==> src/rtl/instr_fetch_unit.sv <==
// Instruction fetch unit: issues in-order instruction memory requests, tags them with their PC,
// buffers responses in a 2-entry FIFO and supports redirects that drop in-flight responses.
module instr_fetch_unit #(
  parameter int unsigned            ISIZE    = 19,
  parameter int unsigned            ASIZE    = 8,
  parameter logic [ASIZE-1:0]       RESET_PC = '0
) (
  input  logic             clk,
  input  logic             rst_n,
  output logic             imem_req,
  output logic [ASIZE-1:0] imem_addr,
  input  logic             imem_gnt,
  input  logic             imem_rvalid,
  input  logic [ISIZE-1:0] imem_rdata,
  input  logic             redirect,
  input  logic [ASIZE-1:0] redirect_pc,
  input  logic             id_stall,
  output logic [ISIZE-1:0] inst_out,
  output logic [ASIZE-1:0] inst_pc,
  output logic             inst_valid
);

  logic [ASIZE-1:0] pc_q, pc_d;
  logic [ISIZE-1:0] fifo_inst_q [2];
  logic [ASIZE-1:0] fifo_pc_q [2];
  logic             fifo_rd_q, fifo_rd_d;
  logic             fifo_wr_q, fifo_wr_d;
  logic [1:0]       fifo_cnt_q, fifo_cnt_d;
  logic [1:0]       outst_q, outst_d;
  logic [1:0]       discard_q, discard_d;
  logic [ASIZE-1:0] pcq_q [2];
  logic             pcq_rd_q, pcq_wr_q;

  logic rsp, grant, push, pop, drop;

  // A response with nothing outstanding is illegal and ignored.
  assign rsp   = imem_rvalid && (outst_q != 2'd0);
  // Slot reservation: every outstanding request is guaranteed a FIFO entry.
  assign imem_req  = rst_n && !redirect &&
                     (({1'b0, outst_q} + {1'b0, fifo_cnt_q}) < 3'd2);
  assign imem_addr = pc_q;
  assign grant = imem_req && imem_gnt;
  assign push  = rsp && !redirect && (discard_q == 2'd0);
  assign drop  = rsp && !redirect && (discard_q != 2'd0);
  assign pop   = inst_valid && !id_stall && !redirect;

  assign inst_valid = (fifo_cnt_q != 2'd0);
  assign inst_out   = fifo_inst_q[fifo_rd_q];
  assign inst_pc    = fifo_pc_q[fifo_rd_q];

  always_comb begin
    pc_d       = pc_q;
    outst_d    = outst_q;
    discard_d  = discard_q;
    fifo_cnt_d = fifo_cnt_q;
    fifo_rd_d  = fifo_rd_q;
    fifo_wr_d  = fifo_wr_q;
    if (redirect) begin
      // Everything still in flight (minus this cycle's response) must be thrown away.
      pc_d       = redirect_pc;
      outst_d    = outst_q - {1'b0, rsp};
      discard_d  = outst_q - {1'b0, rsp};
      fifo_cnt_d = 2'd0;
      fifo_rd_d  = 1'b0;
      fifo_wr_d  = 1'b0;
    end else begin
      if (grant) begin
        pc_d = pc_q + ASIZE'(1);
      end
      outst_d = outst_q + {1'b0, grant} - {1'b0, rsp};
      if (drop) begin
        discard_d = discard_q - 2'd1;
      end
      fifo_cnt_d = fifo_cnt_q + {1'b0, push} - {1'b0, pop};
      fifo_wr_d  = fifo_wr_q ^ push;
      fifo_rd_d  = fifo_rd_q ^ pop;
    end
  end

  always_ff @(posedge clk or negedge rst_n) begin
    if (!rst_n) begin
      pc_q       <= RESET_PC;
      outst_q    <= 2'd0;
      discard_q  <= 2'd0;
      fifo_cnt_q <= 2'd0;
      fifo_rd_q  <= 1'b0;
      fifo_wr_q  <= 1'b0;
      pcq_rd_q   <= 1'b0;
      pcq_wr_q   <= 1'b0;
      for (int i = 0; i < 2; i++) begin
        fifo_inst_q[i] <= '0;
        fifo_pc_q[i]   <= '0;
        pcq_q[i]       <= '0;
      end
    end else begin
      pc_q       <= pc_d;
      outst_q    <= outst_d;
      discard_q  <= discard_d;
      fifo_cnt_q <= fifo_cnt_d;
      fifo_rd_q  <= fifo_rd_d;
      fifo_wr_q  <= fifo_wr_d;
      if (push) begin
        fifo_inst_q[fifo_wr_q] <= imem_rdata;
        fifo_pc_q[fifo_wr_q]   <= pcq_q[pcq_rd_q];
      end
      // The PC queue tracks every accepted request, including ones a redirect will discard.
      if (grant) begin
        pcq_q[pcq_wr_q] <= pc_q;
        pcq_wr_q        <= ~pcq_wr_q;
      end
      if (rsp) begin
        pcq_rd_q <= ~pcq_rd_q;
      end
    end
  end

endmodule

==> config.mk <==
export PLATFORM = sky130hd
export DESIGN_NAME = instr_fetch_unit
export DESIGN_NICKNAME = d
export VERILOG_FILES = /design/src/rtl/instr_fetch_unit.sv
export SDC_FILE = /design/constraint.sdc
export NUM_CORES = 1
export LEC_CHECK = 0
export CORE_UTILIZATION = 57
export DETAILED_ROUTE_END_ITERATION = 8
export DONT_BUFFER_PORTS = 1
export GPL_ROUTABILITY_DRIVEN = 0
export GPL_TIMING_DRIVEN = 0
export PLACE_DENSITY = 0.79
export SYNTH_ARGS = -nofsm -noshare
export SYNTH_HDL_FRONTEND = slang
export SYNTH_SLANG_ARGS = --single-unit
==> constraint.sdc <==
create_clock -name clk -period 2.8 [get_ports clk]
set_input_delay 0.56 -clock clk [delete_from_list [all_inputs] [get_ports clk]]
set_output_delay 0.56 -clock clk [all_outputs]
set_load 0.01 [all_outputs]
# [After elaboration in Yosys (flattened, before gate mapping)]
# Index checks and enable logic that the tools add are counted.
[word_totals] reg_bits=88 latch_bits=0 ramBits=0 romBits=0 input_bits=33 out_inout_bits=37 wordCells=82 mem_count=0
[op_classes] addsub=8 mul=0 n_div=0 order_cmp=7 eq_ne=0 shift=0 mux=26 bitwise=8 reduce_logical=19
[ops] cell="8-bit 2-to-1 mux" count=10
[ops] cell="19-bit 2-to-1 mux" count=4
[ops] cell="38-bit bitwise mux" count=1
[ops] cell="16-bit bitwise mux" count=2
[ops] cell="19-bit demux with 1-bit select" count=1
[ops] cell="8-bit demux with 1-bit select" count=2
[ops] cell="1-bit logical AND" count=11
[ops] cell="2-bit nonzero test" count=5
[ops] cell="8-bit by 1-bit adder with 8-bit output (second input constant)" count=1
[ops] cell="2-bit greater-or-equal comparator (second input constant)" count=4
[ops] cell="2-bit 2-to-1 mux" count=4
[ops] cell="1-bit inverter with 2-bit output" count=4
[ops] cell="2-bit by 1-bit subtractor with 2-bit output" count=3
[ops] cell="2-bit by 1-bit adder with 2-bit output" count=2
[ops] cell="2-bit by 1-bit < comparator with 1-bit output (second input constant)" count=2
[ops] cell="2-bit by 2-bit adder with 3-bit output" count=1
[ops] cell="3-bit by 2-bit < comparator with 1-bit output (second input constant)" count=1
[ops] cell="1-bit logical NOT" count=2
[ops] cell="2-bit logical NOT" count=1
[ops] cell="1-bit 2-to-1 mux" count=2
[ops] cell="1-bit inverter" count=2
[ops] cell="2-bit by 1-bit subtractor with 2-bit output (second input constant)" count=1
[ops] cell="1-bit bitwise XOR" count=2

# [Longest topological paths before layout]
[logic_depth] ltp_word=7 mapped_depth=10 ltp_nobuf=10

# [Worst setup path after synthesis]
# No wires, ideal clock.
[synth_path] path_type="register to register" from="register fifo_cnt_q[0]" to="register outst_q[1]" setup_time_ns=0.079 arrival_ns=2.619 required_ns=2.721 path_slack_ns=0.102 stages_incl_launch_ff=11 n_path_buf=0 synth_period_minus_slack_ns=2.698 cell_sequence="dfrtp_1 > and2_1 > fa_1 > nor4b_4 > nand2_2 > ha_1 > inv_1 > ha_1 > xnor2_1 > o21ai_0 > xor2_1"
[synth_via] elab_chain_len=7
[synth_rtl] item="start: declaration" line="28" text="logic [1:0] fifo_cnt_q, fifo_cnt_d;"
[synth_rtl] item="start signal: assignment" line="99" text="fifo_cnt_q <= fifo_cnt_d;"
[synth_rtl] item="2-bit by 2-bit adder with 3-bit output" line="40" text="(({1'b0, outst_q} + {1'b0, fifo_cnt_q}) < 3'd2);"
[synth_rtl] item="3-bit by 2-bit < comparator with 1-bit output" line="40"
[synth_rtl] item="1-bit logical AND" line="39" text="assign imem_req = rst_n && !redirect &&"
[synth_rtl] item="net imem_req" line="10" text="output logic imem_req,"
[synth_rtl] item="1-bit logical AND" line="42" text="assign grant = imem_req && imem_gnt;"
[synth_rtl] item="2-bit by 1-bit adder with 2-bit output" line="70" text="outst_d = outst_q + {1'b0, grant} - {1'b0, rsp};"
[synth_rtl] item="2-bit by 1-bit subtractor with 2-bit output" line="70"
[synth_rtl] item="2-bit 2-to-1 mux" line="58" text="if (redirect) begin"
[synth_rtl] item="net outst_d[1]" line="29" text="logic [1:0] outst_q, outst_d;"
[synth_rtl] item="end signal: assignment" line="97" text="outst_q <= outst_d;"
[synth_rtl] item="end: declaration" line="29"
# The timed path passes the listed nets, and every way through them passes these cells.
# A chain may end at the register's enable or synchronous reset.

# [Worst setup path in the final report]
[layout_path] from="register outst_q[0]" to="register outst_q[1]"
[layout_via] elab_chain_len=7 elab_cells_between_ends=10 classes_between="add/sub: 4; order compare: 1; mux: 1; reduce/logical: 4"
[layout_rtl] item="2-bit by 2-bit adder with 3-bit output" line="40"
[layout_rtl] item="3-bit by 2-bit < comparator with 1-bit output" line="40"
[layout_rtl] item="1-bit logical AND" line="39"
[layout_rtl] item="net imem_req" line="10"
[layout_rtl] item="1-bit logical AND" line="42"
[layout_rtl] item="2-bit by 1-bit adder with 2-bit output" line="70"
[layout_rtl] item="2-bit by 1-bit subtractor with 2-bit output" line="70"
[layout_rtl] item="2-bit 2-to-1 mux" line="58"
[layout_rtl] item="net outst_d[1]" line="29"
# The timed path passes the listed nets, and every way through them passes these cells.

==> metrics.txt <==
final setup fails 0; DR pass1 iterations 4; largest area contributor in the netlist dfrtp_1; RSZ-0062 raised after global routing true; WL per Instance 18.23 µm; status completed; critical path startpoint category register; drt via density 5.882; CP most frequent cell ha_4; HPWL Detailed 5.215 mm; CORE AREA 0.006832 mm²; max_cap viols 0; path depth of the worst reg2reg path 10; CP Cell Sequence and2_4 > fa_2 > nor4b_4 > nand2_2 > ha_4 > inv_2 > ha_4 > xnor2_1 > o21ai_1 > xor2_1; Post-synth top flop dfrtp_1; CP Class reg -> reg; Die Ht 86.31 µm; Congestion Overflow GR 0; Data required, critical path 3.03 ns; Clock Tree Root clkbuf_8; Area Overhead vs Synth 9.296%; FMAX 360.2 MHz; initial antenna violation count 0; Worst Max-Slew Pin Slew 0.6807 ns; IO Pins 70; Design Area, Final 0.004428 mm²; GRT Overall Usage 0.2333; # rows 30; initial DRC count 99; Initial Utilization 0.5930; Sequential Power Share 0.474; r2r setup slk 0.02 ns; H-tree levels 3; Clock power frac 0.167; min Tclk post-route 2.776 ns; Die ar. 0.007449 mm²; HP Class in -> async; share of synthesized registers carrying an async set or reset 1.000; Post-Syn Area 0.004051 mm²; CTS tree yes; Final Util 0.6482; clk sink count 88; IO buf count 0; CP Capture Type register; fin crit share 0.9914; share of cells above drive strength 1 0.3472; total CTS buffers 9; average instance area after synthesis 12.82 µm²; clk_skew 0.006454 ns; Adder-Cell Fraction of Synth Area 0.03274; Syn Nets 359; post-synthesis simple-gate area fraction 0.07968; Mapped Cells 316; DRT Wirelength 7.893 mm; n_diodes 0; crit path max fanout 6; Die Wd 86.31 µm; clock latency on the worst-skew pair 0.35 ns; Reg clk slew, reported paths 0.08 ns; DR vias 2547; largest net degree at the start of global routing 89; crit path DAT 3.00 ns; main area contributors after synthesis dfrtp_1, mux2_2, ha_1, a21oi_1, mux2i_1; post-route ant nets 0; Post-synth EDFFs 0; post-synthesis compound-gate area fraction 0.05775; register area share after synthesis 0.5435; post-synthesis cell type count 40; Int Pwr 2.979 mW; Filler Cells Inserted 555; synthesized flop and latch total 88; Sw Pwr 1.530 mW; Rel. slew slack 0.5462; P per Cell Area 1018 mW/mm²; switch share 0.3394; slowest stage delay, CP 0.55 ns; static leakage 1.997 nW; DP Area 0.004172 mm²; Layout Nets 375; combinational share of power 0.359; Post-route DRC 0; Final Max Tran Viols 0; Max VDD drop 0.0004628 V; RR Startpoint outst_q[0]$_DFF_PN0_; synth warn 0; xor and xnor area share after synthesis 0.01729; vias in the first global route 2618; clk buf depth 2; first-pass GRT wire length 13.04 mm; multiplexer area fraction after synthesis 0.2449; largest family of logic cells by synthesized area multiplexers; CP max stage cell nor4b_4; terminus of the critical flop-to-flop path outst_q[1]$_DFF_PN0_; Fin. Hold Viols 0; Synth top area share 0.5435
flip-flops by register name, indices dropped and copies added (netlist names):
signal / count
fifo_inst_q: 38
fifo_pc_q: 16
pcq_q: 16
imem_addr: 8
discard_q: 2
fifo_cnt_q: 2
outst_q: 2
fifo_rd_q: 1
fifo_wr_q: 1
pcq_rd_q: 1
pcq_wr_q: 1
final cells by class:
| type | count | area, µm² | area share |
|---|---|---|---|
| sequential | 88 | 2202 | 0.4973 |
| buffer | 16 | 67.56 | 0.01526 |
| multi-input combinational | 203 | 1782 | 0.4024 |
| inverter | 9 | 33.78 | 0.007629 |
| tap | 96 | 120.1 | 0.02713 |
| clock inverter | 5 | 33.78 | 0.007629 |
| clock buffer | 11 | 131.4 | 0.02967 |
| timing repair buffer | 5 | 57.56 | 0.01300 |
repair_timing:
action | 4_1_cts | 5_1_grt
pin swaps | 6 | 2
buffers inserted | 3 | 1
hold endpoints to repair | 88 | 0
hold buffers | 1 | 0
setup endpoints to repair | 2 | 45
gates resized for setup | 7 | 4
per-layer routing:
layer  track usage  share of wire
met1        0.2965           0.44
met2        0.3860           0.49
met3       0.05810          0.061
met4       0.09242         0.0084
met5             0              0
worst max-delay path, delay by kind of cell (launching register included):
kind	cells	cell delay, ns
flops	1	0.39
simple gates	3	0.88
fa+ha+maj	3	0.93
buf+inv	1	0.04
xor+xnor	2	0.31
compound gates	1	0.09
worst max-delay path by stage:
stage / to / start
after CTS: outst_q[1]$_DFF_PN0_ / outst_q[0]$_DFF_PN0_
final: outst_q[1]$_DFF_PN0_ / outst_q[0]$_DFF_PN0_
after floorplan: outst_q[1]$_DFF_PN0_ / fifo_cnt_q[0]$_DFF_PN0_
after detailed placement: fifo_inst_q[33]$_DFFE_PN0P_ / redirect
after global routing: outst_q[1]$_DFF_PN0_ / outst_q[0]$_DFF_PN0_
after global placement: fifo_inst_q[24]$_DFFE_PN0P_ / redirect
cell usage in the layout (no fill, tap or decap), drive strengths merged, types with 2 or more instances in the layout:
master and n:
clkinv 3, o311ai 5, o211ai 5, dfrtp 88, mux2 81, xnor2 4, clkinvlp 2, or4 3
clkbuf 21, nand4 2, inv 9, ha 9, mux2i 8, nor2 21, o21ai 3, buf 11
or3 2, nand3 8, a21oi 16, nand2 14, xor2 4
power by group through the flow:
stage	Sequential [mW]	Clock, mW	Combinational [mW]
global placement	2.12	0	1.48
finish	2.14	0.751	1.62
CTS	2.14	0.779	1.63
floorplan	2.07	0	1.30
global route	2.21	0.836	1.78
detailed placement	2.17	0	1.53
Yosys cell counts (2+ instances only):
cell type	count
a21oi_1	16
buf_1	6
buf_2	3
clkbuf_1	7
dfrtp_1	88
ha_1	9
inv_1	9
mux2_2	81
mux2i_1	8
nand2_1	13
nand3_1	7
nand4_1	2
nor2_1	21
o211ai_1	5
o21ai_0	3
o311ai_0	5
or3_1	2
or4_1	3
xnor2_1	4
xor2_1	4
through the flow:
step	setup TNS [ns]	hold slack [ns]	total power, mW	cells	setup slack (ns)
floorplan	0	0.2644	3.369	316	0.1018
global placement	-5.648	0.2662	3.598	412	-0.2750
detailed placement	-5.701	0.2661	3.700	412	-0.2741
CTS	-0.001441	0.1126	4.549	432	-0.001441
global route	-0.1368	0.1211	4.829	433	-0.1368
finish	0	0.08712	4.509	433	0.02401
kinds of logic (layout without fill, tap and decap cells):
group,after synthesis,in the layout
muxes,89,89
DFF,88,88
and+or+nand+nor,60,60
AOI/OAI and AO/OA,36,36
buffers and inverters,25,46
adders and majority gates,10,10
xor gates and xnor gates,8,8
(Power assumes the default switching activity.)
